[config.mk]
export PLATFORM = sky130hd
export DESIGN_NAME = tdm_demux_rx
export DESIGN_NICKNAME = d
export VERILOG_FILES = /design/src/rtl/tdm_demux_rx_pkg.sv /design/src/rtl/tdm_demux_rx_sipo_shift.sv /design/src/rtl/tdm_demux_rx.sv
export SDC_FILE = /design/constraint.sdc
export NUM_CORES = 1
export LEC_CHECK = 0
export CORE_MARGIN = 3
export CORE_UTILIZATION = 61
export CTS_CLUSTER_DIAMETER = 120
export DETAILED_ROUTE_END_ITERATION = 7
export DONT_BUFFER_PORTS = 1
export GPL_ROUTABILITY_DRIVEN = 0
export PLACE_DENSITY = 0.77
export SETUP_SLACK_MARGIN = 0.3
export SLEW_MARGIN = 20
export SYNTH_ARGS = -nofsm -noshare
export SYNTH_HDL_FRONTEND = slang
export SYNTH_SLANG_ARGS = --single-unit
[constraint.sdc]
create_clock -name clk -period 2.29 [get_ports clk]
set_clock_uncertainty 0.1 [all_clocks]
set_input_delay 0.458 -clock clk [delete_from_list [all_inputs] [get_ports clk]]
set_output_delay 0.458 -clock clk [all_outputs]
set_load 0.05 [all_outputs]
[src/rtl/tdm_demux_rx_pkg.sv]
// Shared frame format for the serial TDM link: both the transmitter and
// this receiver import these constants so the two ends agree on framing.
package tdm_demux_rx_pkg;

  localparam int TDM_CH_NUM = 4;  // channels per frame
  localparam int TDM_CH_W   = 4;  // bits per channel

  typedef enum logic {
    ST_IDLE = 1'b0,
    ST_RECV = 1'b1
  } state_t;

endpackage

[src/rtl/tdm_demux_rx_sipo_shift.sv]
// Serial-in parallel-out shift register, MSB first.
// o_next is the value the register will hold after the current enabled
// edge, so the caller can capture a completed word on the same edge that
// shifts in its last bit. i_clr restarts the word with i_d as its first bit.
module sipo_shift #(
  parameter int W = 4
) (
  input  logic         clk,
  input  logic         reset_n,
  input  logic         i_en,
  input  logic         i_clr,
  input  logic         i_d,
  output logic [W-1:0] o_next
);

  logic [W-1:0] r_q;
  logic [W-1:0] w_next;

  generate
    if (W == 1) begin : g_w1
      assign w_next = i_d;
    end else begin : g_wn
      assign w_next = i_clr ? {{(W-1){1'b0}}, i_d} : {r_q[W-2:0], i_d};
    end
  endgenerate

  assign o_next = w_next;

  // Shift register: advances only on enabled bit slots.
  // NOTE: sequential state uses non-blocking (<=) so every register samples
  // pre-edge values; blocking here would create order-dependent races.
  always_ff @(posedge clk or negedge reset_n) begin
    if (!reset_n) begin
      r_q <= '0;
    end else if (i_en) begin
      r_q <= w_next;
    end
  end

endmodule

[src/rtl/tdm_demux_rx.sv]
// TDM demultiplexing receiver: rebuilds CH_NUM channels of CH_W bits from a
// sync-framed serial stream into a parallel bus that only ever shows
// complete frames (staging buffer + output register).
module tdm_demux_rx
  import tdm_demux_rx_pkg::*;
#(
  parameter int CH_NUM = TDM_CH_NUM,
  parameter int CH_W   = TDM_CH_W
) (
  input  logic                   clk,
  input  logic                   reset_n,
  input  logic                   bit_en,
  input  logic                   sdata,
  input  logic                   sync,
  output logic [CH_NUM*CH_W-1:0] ch_data,
  output logic                   frame_valid,
  output logic                   frame_err,
  output logic                   busy
);

  localparam int BCW = $clog2(CH_W + 1);
  localparam int CCW = $clog2(CH_NUM + 1);
  localparam logic [BCW-1:0] BIT_LAST = BCW'(CH_W - 1);
  localparam logic [CCW-1:0] CH_LAST  = CCW'(CH_NUM - 1);

  state_t                  r_state;
  state_t                  w_state_next;
  logic [BCW-1:0]          r_bit_cnt;
  logic [BCW-1:0]          w_bit_cnt_inc;
  logic [CCW-1:0]          r_ch_cnt;
  logic [CCW-1:0]          w_ch_idx;
  logic                    w_start;
  logic                    w_err;
  logic                    w_bit_in;
  logic                    w_word_done;
  logic                    w_frame_done;
  logic [CH_W-1:0]         w_word;
  logic [CH_W-1:0]         r_staging [CH_NUM];
  logic [CH_NUM*CH_W-1:0]  w_frame;
  logic [CH_NUM*CH_W-1:0]  r_ch_data;
  logic                    r_frame_valid;
  logic                    r_frame_err;

  sipo_shift #(.W(CH_W)) u_sipo (
    .clk    (clk),
    .reset_n(reset_n),
    .i_en   (w_bit_in),
    .i_clr  (w_start),
    .i_d    (sdata),
    .o_next (w_word)
  );

  // FSM state register.
  always_ff @(posedge clk or negedge reset_n) begin
    if (!reset_n) begin
      r_state <= ST_IDLE;
    end else begin
      r_state <= w_state_next;
    end
  end

  // Next state and per-bit control. A sync bit (from IDLE, or mid-frame as
  // an abort) is treated as bit 0 of channel 0 of a fresh frame.
  // NOTE: every signal gets a default before any branch, so no path can
  // leave one unassigned and infer a latch.
  always_comb begin
    w_state_next = r_state;
    w_start      = 1'b0;
    w_err        = 1'b0;
    w_bit_in     = 1'b0;
    if (bit_en) begin
      case (r_state)
        ST_IDLE: begin
          if (sync) begin
            w_start      = 1'b1;
            w_bit_in     = 1'b1;
            w_state_next = ST_RECV;
          end
        end
        ST_RECV: begin
          w_bit_in = 1'b1;
          if (sync) begin
            w_start = 1'b1;
            w_err   = 1'b1;
          end
        end
      endcase
    end
    w_ch_idx      = w_start ? '0 : r_ch_cnt;
    w_bit_cnt_inc = w_start ? BCW'(1) : r_bit_cnt + BCW'(1);
    w_word_done   = w_bit_in && (w_start ? (CH_W == 1) : (r_bit_cnt == BIT_LAST));
    w_frame_done  = w_word_done && (w_ch_idx == CH_LAST);
    if (w_frame_done) begin
      w_state_next = ST_IDLE;
    end
  end

  // Full frame as it will appear on completion: earlier channels from
  // staging, the last channel straight from the word finishing this edge.
  always_comb begin
    w_frame = '0;
    for (int k = 0; k < CH_NUM; k++) begin
      w_frame[k*CH_W +: CH_W] = (k == CH_NUM - 1) ? w_word : r_staging[k];
    end
  end

  // Bit/channel counters and staging buffer; a new frame wipes staging.
  // NOTE: the staging array is reset explicitly because a mid-frame reset
  // must discard partial frames; an unreset memory would keep stale words.
  always_ff @(posedge clk or negedge reset_n) begin
    if (!reset_n) begin
      r_bit_cnt <= '0;
      r_ch_cnt  <= '0;
      for (int k = 0; k < CH_NUM; k++) r_staging[k] <= '0;
    end else if (w_bit_in) begin
      if (w_start) begin
        for (int k = 0; k < CH_NUM; k++) r_staging[k] <= '0;
      end
      if (w_word_done) begin
        r_bit_cnt <= '0;
        r_ch_cnt  <= w_frame_done ? '0 : w_ch_idx + CCW'(1);
        for (int k = 0; k < CH_NUM; k++) begin
          if (w_ch_idx == CCW'(k)) r_staging[k] <= w_word;
        end
      end else begin
        r_bit_cnt <= w_bit_cnt_inc;
        r_ch_cnt  <= w_ch_idx;
      end
    end
  end

  // Output register and single-cycle status pulses.
  always_ff @(posedge clk or negedge reset_n) begin
    if (!reset_n) begin
      r_ch_data     <= '0;
      r_frame_valid <= 1'b0;
      r_frame_err   <= 1'b0;
    end else begin
      r_frame_valid <= w_frame_done;
      r_frame_err   <= w_err;
      if (w_frame_done) begin
        r_ch_data <= w_frame;
      end
    end
  end

  assign ch_data     = r_ch_data;
  assign frame_valid = r_frame_valid;
  assign frame_err   = r_frame_err;
  assign busy        = (r_state == ST_RECV);

endmodule

Word-level counts from Yosys, hierarchy flattened

Index checks and enable logic that the tools add are counted.

Register bits: 44
Word-level logic and storage cells: 44

Add/sub/neg operators: 2
Equal/unequal tests: 4
Multiplexer cells: 22
Bitwise logic cells: 1
Reductions and logical operators: 4

Operators with widths:

| cell                                          | count |
|---|---|
| two-way mux 16 bit                            | 2 |
| two-way mux 4 bit                             | 5 |
| two-way mux 3 bit                             | 5 |
| == test 3 x 2 -> 1 bit, second input constant | 3 |
| two-way mux 1 bit                             | 9 |
| adder 3 x 1 -> 3 bit, second input constant   | 2 |
| == test 3 x 1 -> 1 bit, second input constant | 1 |
| zero test 3 bit                               | 1 |
| logical AND 1 bit                             | 2 |
| one-hot mux 1 bit (2 select lines)            | 1 |
| nonzero test 2 bit                            | 1 |
| NOT 1 bit                                     | 1 |

Depth between registers and ports, before layout

Gate-level depths: netlist (run 1).

Depth after elaboration: 7
Mapped depth: 7
Gate-level depth less buffers: 5

Hierarchy

From an unflattened synthesis (run 1), not the netlist that was laid out.

Cells, all modules: 141
Area total of the unflattened synthesis: 1746.7 um^2

Modules (own cells, without submodules):

| module       | times used | cells an instance | area an instance (um^2) | sequential area each (um^2) |
|---|---|---|---|---|
| tdm_demux_rx | 1          | 131               | 1601.5                  | 925.9 |
| sipo_shift   | 1          | 10                | 145.1                   | 75.1 |

Worst setup path after synthesis (run 1)

Ideal clock, no wire load.

Path kind: flip-flop to flip-flop
From: register r_state (netlist: busy)
To: register r_ch_data[10] (netlist: ch_data[10])
Library setup time: 125 ps
Data arrival time: 1830 ps
Required time: 2065 ps
Path slack: 234 ps
Cell stages (with the launch flop): 6
Path buffers: 2
Clock period less this slack: 2056 ps
Cell sequence: dfrtp_1 buf_4 nand3b_4 nor3_4 buf_6 mux2_4

Word-level cells in the longest chain between the ends: 5

RTL lines:

| what                                   | RTL line            | RTL |
|---|---|---|
| from (decl)                            | tdm_demux_rx.sv:26  | `state_t r_state;` |
| from (signal assigned)                 | tdm_demux_rx.sv:58  | `r_state <= w_state_next;` |
| NOT 1 bit                              | --                  |  |
| one-hot mux 1 bit (2 select lines) (*) | tdm_demux_rx.sv:72  | `case (r_state)` |
| two-way mux 1 bit (*)                  | tdm_demux_rx.sv:71  | `if (bit_en) begin` |
| logical AND 1 bit (*)                  | tdm_demux_rx.sv:91  | `w_word_done = w_bit_in && (w_start ? (CH_W == 1) : (r_bit_cnt == BIT_LAST));` |
| logical AND 1 bit (*)                  | tdm_demux_rx.sv:92  | `w_frame_done = w_word_done && (w_ch_idx == CH_LAST);` |
| named net w_frame_done                 | tdm_demux_rx.sv:36  | `logic w_frame_done;` |
| to (signal assigned)                   | tdm_demux_rx.sv:142 | `r_ch_data <= w_frame;` |
| to (decl)                              | tdm_demux_rx.sv:40  | `logic [CH_NUM*CH_W-1:0] r_ch_data;` |

The timed path passes the listed nets; every way through them passes the cells marked *.
A chain may end at the register's enable or synchronous reset.

Final worst setup path (run 1)

From: register r_bit_cnt[0]
To: register r_staging[15] in the netlist's numbering

Word-level cells in the longest chain between the ends: 4

RTL lines:

| what                            | RTL line            | RTL |
|---|---|---|
| from (decl)                     | tdm_demux_rx.sv:28  | `logic [BCW-1:0] r_bit_cnt;` |
| from (signal assigned)          | tdm_demux_rx.sv:126 | `r_bit_cnt <= w_bit_cnt_inc;` |
| == test 3 x 2 -> 1 bit          | tdm_demux_rx.sv:91  |  |
| two-way mux 1 bit               | tdm_demux_rx.sv:91  |  |
| logical AND 1 bit               | tdm_demux_rx.sv:91  |  |
| two-way mux 16 bit              | tdm_demux_rx.sv:119 | `if (w_word_done) begin` |
| to (signal, indexed assignment) | tdm_demux_rx.sv:123 | `if (w_ch_idx == CCW'(k)) r_staging[k] <= w_word;` |
| to (decl)                       | tdm_demux_rx.sv:38  | `logic [CH_W-1:0] r_staging [CH_NUM];` |

Every way passes these cells.

==> flow_summary.rst, run 1 <==
.. list-table::
   :header-rows: 1

   * - Metric
     - Value
   * - Status
     - finished clean
   * - Total count of hold-check failures in the final report
     - 0
   * - Max Freq
     - 535 MHz
   * - Average via count per standard cell
     - 6.45
   * - Wire length per cell
     - 18.1 um
   * - Number of levels in the clock H-tree
     - 2
   * - Final Max Tran Viols
     - 0
   * - Kind of cell adding the most delay to the critical path
     - simple AND/OR/NAND/NOR gates
   * - Post-synthesis sequential element count
     - 40
   * - Critical Path Start Type
     - register
   * - Syn Inst Count
     - 159
   * - Tot GR Track Use
     - 21.3%
   * - Number of enable-type register cells in the synthesized netlist
     - 0
   * - Number of buffers added on ports
     - 0
   * - Proportion of synthesized chip area in sequential cells
     - 52.9%
   * - Grt total ovfl
     - 0
   * - Critical path class
     - reg -> reg
   * - Clock insertion delay at the later pin of the skew report
     - 0.35 ns
   * - Number of core rows
     - 19
   * - Dominant cells by area after synthesis
     - sky130_fd_sc_hd__dfrtp_1 53%, sky130_fd_sc_hd__mux2_4 5.6%, sky130_fd_sc_hd__mux2_2 5.4%
   * - Top FF cell, synth
     - sky130_fd_sc_hd__dfrtp_1
   * - Path category of the worst min-delay check
     - in -> reg
   * - Actual slew at the worst max-slew pin
     - 0.485 ns
   * - Netlist area before placement
     - 1890 um^2
   * - Initial Util
     - 66.4%
   * - Setup tns final
     - 0 ns
   * - Area added between synthesis and finish
     - 9.39%
   * - Total power
     - 0.00159 W
   * - Clock root buffer
     - sky130_fd_sc_hd__clkbuf_4
   * - Area of the core region
     - 2850 um^2
   * - CP required
     - 2.43 ns
   * - Shortest clock period the worst path allows after layout
     - 1.87 ns
   * - Worst supply voltage drop on vdd
     - 0.406 mV
   * - Antenna Nets Post-Route
     - 0
   * - Die outline height
     - 61.7 um
   * - Count of clock tree sinks
     - 40
   * - Post-Route WL
     - 3.59 mm
   * - Leak
     - 0.944 nW
   * - Syn_nets
     - 166
   * - Synth async-reset ratio
     - 100%
   * - DRC violation count after routing
     - 0
   * - Storage element area
     - 1000 um^2
   * - Mean area per synthesized cell
     - 11.9 um^2
   * - Largest net degree at the start of global routing
     - 41
   * - Net count, final
     - 173
   * - Die W
     - 61.7 um
   * - Largest fanout on the critical path
     - 9
   * - Post-DP HPWL
     - 2.26 mm
   * - TritonCTS Buffers
     - 5
   * - Top cell type's share of synthesized area
     - 52.9%
   * - Io pins
     - 24
   * - Initial antenna violation count
     - 0
   * - Areal power density over the cells
     - 769 nW/um^2
   * - Library cell contributing the largest single delay on the critical path
     - sky130_fd_sc_hd__dfrtp_1
   * - Ratio of cells with drive above 1 in the final layout
     - 23.4%
   * - Most frequent cell after synthesis
     - sky130_fd_sc_hd__dfrtp_1
   * - Library cells used by synthesis
     - 40
   * - Antenna diode count
     - 0
   * - RSZ-0062 raised after global routing
     - false
   * - Worst path max stage delay
     - 0.39 ns
   * - Number of max-cap violations
     - 0
   * - First-pass iteration count of the detailed router
     - 4
   * - Final-layout fill cell count
     - 205
   * - Cell type with the highest aggregate area in the netlist
     - sky130_fd_sc_hd__dfrtp_1
   * - Clk slew on worst S/H paths
     - 0.12 ns
   * - Placed cell count
     - 184
   * - Vias
     - 1278
   * - Clock tree buffer depth
     - 2
   * - Number of buffers and inverters on the critical path
     - 0
   * - Slew margin rel.
     - 67.6%
   * - Top cell types by occurrence after synthesis
     - 40 x sky130_fd_sc_hd__dfrtp_1, 16 x sky130_fd_sc_hd__nor2b_1, 12 x sky130_fd_sc_hd__nand2_1
   * - Critical path arrival
     - 2.01 ns
   * - First-pass GRT wire length
     - 5.75 mm
   * - Final count of negative-setup-slack endpoints
     - 0
   * - 1st-iter DRT viols
     - 69
   * - Endpoint class of the critical path
     - register
   * - Period Utilization, post-route
     - 81.6%
   * - TritonCTS clock tree
     - yes
   * - Area of the multi-input gates
     - 848 um^2
   * - Cell-by-cell listing of the critical path
     - ha_1 > ha_4 > nand3b_1 > or3_4 > a221o_1
   * - Filler-free cell count of the finished design
     - 198
   * - Syn. warnings
     - 0
   * - Area of the die
     - 3810 um^2
   * - Via count of the first global-routing pass
     - 1251
## through the flow
step	instance area (um^2)	setup WS, ns	utilization [%]	hold WS (ns)
finish	2070	0.421	72.6	0.0873
global placement	1910	0.300	66.8	0.0632
detailed placement	1910	0.177	66.8	0.0633
CTS	2030	0.309	71.2	0.0679
global route	2070	0.343	72.6	0.0540
floorplan	1890	0.377	-	0.0624
## final timing paths
path	slack [ns]	endpoint	depth (start not counted)	start
setup reg to reg	0.42	r_staging[15]	5	r_bit_cnt[0]
min in group asynchronous	0.45	ch_data[11]	2	reset_n
hold reg to reg	0.44	ch_data[9]	1	r_staging[5]
setup / recovery	0.42	r_staging[15]	5	r_bit_cnt[0]
max in group asynchronous	1.43	busy	2	reset_n
hold / removal	0.09	u_sipo.r_q[2]	1	sync
## report_power, final
part / leakage (nW) / internal (W) / switching (W)
registers: 0.536 / 0.000777 / 0.0000982
logic: 0.366 / 0.000145 / 0.000119
clock network: 0.0422 / 0.000229 / 0.000225
total: 0.944 / 0.00115 / 0.000442
## final cells by class
type | count | share of cell area, %
clock inverters | 2 | 1.69
clock buffers | 6 | 1.99
multi-input cells | 105 | 41.0
inverters | 5 | 0.906
repair buffers | 9 | 4.17
flip-flops and latches | 40 | 48.4
well taps | 31 | 1.87
## routing by layer
metal / wire (um) / up-vias / share of wire [%] / GRT usage, %
met5: 0 / - / 0 / 0
met2: 1720 / 26 / 48 / 33.9
met4: 61 / 0 / 1.7 / 12.7
met1: 1640 / 644 / 46 / 26.1
li1: - / 602 / - / -
met3: 166 / 6 / 4.6 / 5.37
## layout by cell type (no fill, tap or decap), types with 2 or more instances in the layout
cell type                   instances
sky130_fd_sc_hd__nor2b_1           16
sky130_fd_sc_hd__clkbuf_4           5
sky130_fd_sc_hd__nand3_1            4
sky130_fd_sc_hd__nor3_1             3
sky130_fd_sc_hd__o211ai_1           4
sky130_fd_sc_hd__nor2_1             2
sky130_fd_sc_hd__o21ai_0            2
sky130_fd_sc_hd__o2bb2ai_1          2
sky130_fd_sc_hd__o22ai_1            3
sky130_fd_sc_hd__nand3b_1           2
sky130_fd_sc_hd__mux2_4             7
sky130_fd_sc_hd__mux2_2             9
sky130_fd_sc_hd__a221o_1            9
sky130_fd_sc_hd__o31ai_1            2
sky130_fd_sc_hd__nand2_1           12
sky130_fd_sc_hd__nor4_1             3
sky130_fd_sc_hd__a21oi_1            5
sky130_fd_sc_hd__buf_4              6
sky130_fd_sc_hd__dfrtp_1           39
sky130_fd_sc_hd__inv_1              5
## sequential cells by signal, summed over array words and instances, names as in the netlist
signal       count
r_bit_cnt        3
r_staging       12
u_sipo.r_q       3
frame_valid      1
ch_data         16
r_ch_cnt         3
frame_err        1
busy             1
## what timing repair did
item                                    in CTS  in global routing
endpoints found under the setup margin      11                 14
hold buffers                                 2                  0
gates resized for setup                      1                  4
setup buffers                                2                  2
pin swaps                                    1                  0
hold endpoints to repair                    40                  0
## cells by family after synthesis
family / share of synthesized area (%)
buffers and inverters: 3.57
flip-flops: 52.9
adder cells (fa/ha/maj): 1.32
AO/OA/AOI/OAI: 12.6
multiplexers: 11.4
AND/OR/NAND/NOR: 18.2
Note: power is estimated with default switching activity, not from simulation.
==> inputs of run 2 (changes only) <==
==> constraint.sdc (replaced) <==
create_clock -name clk -period 1.9 [get_ports clk]
set_clock_uncertainty 0.1 [all_clocks]
set_input_delay 0.38 -clock clk [delete_from_list [all_inputs] [get_ports clk]]
set_output_delay 0.38 -clock clk [all_outputs]
set_load 0.05 [all_outputs]
==> run 2 against run 1 <==
First-iteration DRC count rose by 38%; critical endpoint unchanged; highest routed layer unchanged; via count rose by 7.8%; fmax rose by 1.0%.
==> flow_summary.rst, run 2 (synthesis gave the netlist of run 1 again) <==
.. list-table::
   :header-rows: 1

   * - Metric
     - Value
   * - Status
     - finished clean
   * - Total count of hold-check failures in the final report
     - 0 (unchanged)
   * - Setup tns final
     - 0 ns (unchanged)
   * - Initial antenna violation count
     - 0 (unchanged)
   * - Vias
     - 1378 (+7.8%)
   * - Largest fanout on the critical path
     - 5 (-4)
   * - Clk slew on worst S/H paths
     - 0.11 ns (about the same)
   * - Via count of the first global-routing pass
     - 1296 (+3.6%)
   * - Final count of negative-setup-slack endpoints
     - 0 (unchanged)
   * - First-pass GRT wire length
     - 6.71 mm (+17%)
   * - Post-DP HPWL
     - 2.37 mm (+5.1%)
   * - Antenna Nets Post-Route
     - 0 (unchanged)
   * - Most common cell after layout, fill and taps aside
     - sky130_fd_sc_hd__dfrtp_1
   * - Min setup slack post-route
     - 0.0502 ns (-0.371 ns)
   * - Clock insertion delay at the later pin of the skew report
     - 0.35 ns (about the same)
   * - Ratio of cells with drive above 1 in the final layout
     - 33.3% (+10 points)
   * - Antenna diode count
     - 0 (unchanged)
   * - Area of the core region
     - 2850 um^2 (unchanged)
   * - Number of buffers added on ports
     - 0 (unchanged)
   * - Count of clock tree sinks
     - 40 (unchanged)
   * - WHS Endpoint
     - u_sipo.r_q[2]
   * - Clock tree buffer depth
     - 2 (unchanged)
   * - Leak
     - 1.06 nW (+12%)
   * - TritonCTS Buffers
     - 5 (unchanged)
   * - TritonCTS clock tree
     - yes
   * - First-pass iteration count of the detailed router
     - 4 (unchanged)
   * - Final-layout fill cell count
     - 144 (-30%)
   * - Number of core rows
     - 19 (unchanged)
   * - Post-Place Worst Slack
     - 0.0502 ns (-0.127 ns)
   * - Area added between synthesis and finish
     - 22.1%
   * - Finished Cell Area
     - 2310 um^2 (+12%)
   * - Period Utilization, post-route
     - 97.4% (+16 points)
   * - Net count, final
     - 186 (+7.5%)
   * - Final Max Tran Viols
     - 0 (unchanged)
   * - Placed cell count
     - 188 (+2.2%)
   * - DRC violation count after routing
     - 0 (unchanged)
   * - Slew margin rel.
     - 65.9% (-1.7 points)
   * - RSZ-0062 raised after global routing
     - true
   * - Critical path arrival
     - 1.99 ns (-0.02 ns)
   * - Storage element area
     - 1000 um^2 (unchanged)
   * - Wire length per cell
     - 20.1 um (+11%)
   * - Io pins
     - 24 (unchanged)
   * - Areal power density over the cells
     - 898 nW/um^2 (+17%)
   * - Initial Util
     - 66.4% (unchanged)
   * - Number of max-cap violations
     - 0 (unchanged)
   * - Launch instance of the worst min-delay path
     - bit_en
   * - Path category of the worst min-delay check
     - in -> reg
   * - Grt total ovfl
     - 0 (unchanged)
   * - Actual slew at the worst max-slew pin
     - 0.511 ns (+0.0256 ns)
   * - 1st-iter DRT viols
     - 95 (+38%)
   * - Die outline height
     - 61.7 um (unchanged)
   * - Shortest clock period the worst path allows after layout
     - 1.85 ns (-0.0194 ns)
   * - Post-Route WL
     - 4.25 mm (+18%)
   * - Flip-flop count of the largest register after layout
     - 16 (unchanged)
   * - Number of levels in the clock H-tree
     - 2 (unchanged)
   * - Tot GR Track Use
     - 25.6% (+4.3 points)
   * - Average via count per standard cell
     - 6.53 (+1.2%)
   * - Number of cells traversed by the worst register-to-register path
     - 7 (+2)
   * - Critical Path Start Type
     - register
   * - Die W
     - 61.7 um (unchanged)
   * - Count of cells along the worst hold path
     - 1 (unchanged)
   * - Max Freq
     - 541 MHz (+1.0%)
   * - Filler-free cell count of the finished design
     - 211 (+6.6%)
   * - Area of the multi-input gates
     - 920 um^2 (+8.4%)
   * - Area of the die
     - 3810 um^2 (unchanged)
   * - Critical path class
     - reg -> reg
   * - Cell area after placement
     - 1980 um^2 (+3.8%)
   * - CP required
     - 2.04 ns (-0.39 ns)
   * - Commonest non-fill, non-tap cells in the layout
     - 39 x sky130_fd_sc_hd__dfrtp_1, 15 x sky130_fd_sc_hd__nor2b_1, 15 x sky130_fd_sc_hd__mux2_4
   * - Endpoint class of the critical path
     - register
   * - Setup slack of the worst register-to-register path
     - 0.05 ns (-0.37 ns)
   * - Worst reg2reg endpoint
     - r_staging[15]
   * - Largest net degree at the start of global routing
     - 41 (unchanged)
   * - Worst supply voltage drop on vdd
     - 0.623 mV (+54%)
   * - Startpoint of the worst register-to-register path
     - r_bit_cnt[1]
   * - Clock root buffer
     - sky130_fd_sc_hd__clkbuf_4
-- run 2: cell types whose count changed in the layout (fill, tap and decap cells not counted), sizes merged --
| cell | change |
|---|---|
| dlygate4sd3 | +1 |
| buf | +12 |
| clkbuf | +1 |
| clkinv | -1 |
-- run 2: report_power, final --
part | switching (W) | leakage (nW) | internal [W]
Clock | 0.000271 | 0.0515 | 0.000349
Combinational | 0.000183 | 0.470 | 0.000217
Sequential | 0.000120 | 0.536 | 0.000937
-- run 2: per-stage QoR --
stage	power [W]	hold slack (ns)	util, %
6_report	0.00208	0.0344	81.1
2_1_floorplan	0.00130	-0.0156	-
3_3_place_gp	0.00135	-0.0148	69.4
4_1_cts	0.00206	0.0183	79.4
3_5_place_dp	0.00138	-0.0148	69.4
5_1_grt	0.00219	0.00726	81.1
-- run 2: cell type report --
type	count	area share [%]
Clock buffer	7	2.81
Multi-Input combinational cell	105	39.8
Clock inverter	1	1.30
Sequential cell	40	43.3
Timing Repair Buffer	22	10.3
Inverter	5	0.812
Tap cell	31	1.68
-- run 2: worst max path at each step --
stage                             from       endpoint  cells after the start
after floorplan           r_bit_cnt[0]    ch_data[10]                      7
after global placement    r_bit_cnt[0]  r_staging[13]                      5
after detailed placement  r_bit_cnt[0]  r_staging[13]                      5
after CTS                 r_bit_cnt[0]  r_staging[12]                      5
after global routing      r_bit_cnt[0]  r_staging[15]                      5
final                     r_bit_cnt[1]  r_staging[15]                      7
-- run 2: metal layers --
layer  share of wire [%]  up-vias  global-route usage (%)
met5                   0        -                       0
met2                  51       46                    41.1
met3                 5.8        4                    8.06
met1                  42      702                    33.5
met4                 1.0        0                    7.27
li1                    -      626                       -
-- run 2: critical path, stage by stage, from the launching register on --
cell	delay (ns)
sky130_fd_sc_hd__dfrtp_1	0.40
sky130_fd_sc_hd__ha_2	0.20
sky130_fd_sc_hd__ha_4	0.18
sky130_fd_sc_hd__nand3b_1	0.21
sky130_fd_sc_hd__buf_4	0.17
sky130_fd_sc_hd__nor4_2	0.04
sky130_fd_sc_hd__buf_4	0.14
sky130_fd_sc_hd__a221o_1	0.30
-- run 2: what timing repair did --
| action | in CTS | in global routing |
|---|---|---|
| pin swaps | 6 | 6 |
| buffers inserted | 10 | 1 |
| gates resized for setup | 14 | 8 |
| hold endpoints to repair | 45 | 0 |
| endpoints found under the setup margin | 25 | 31 |
| hold buffers | 3 | 0 |
| cloned | 1 | 0 |
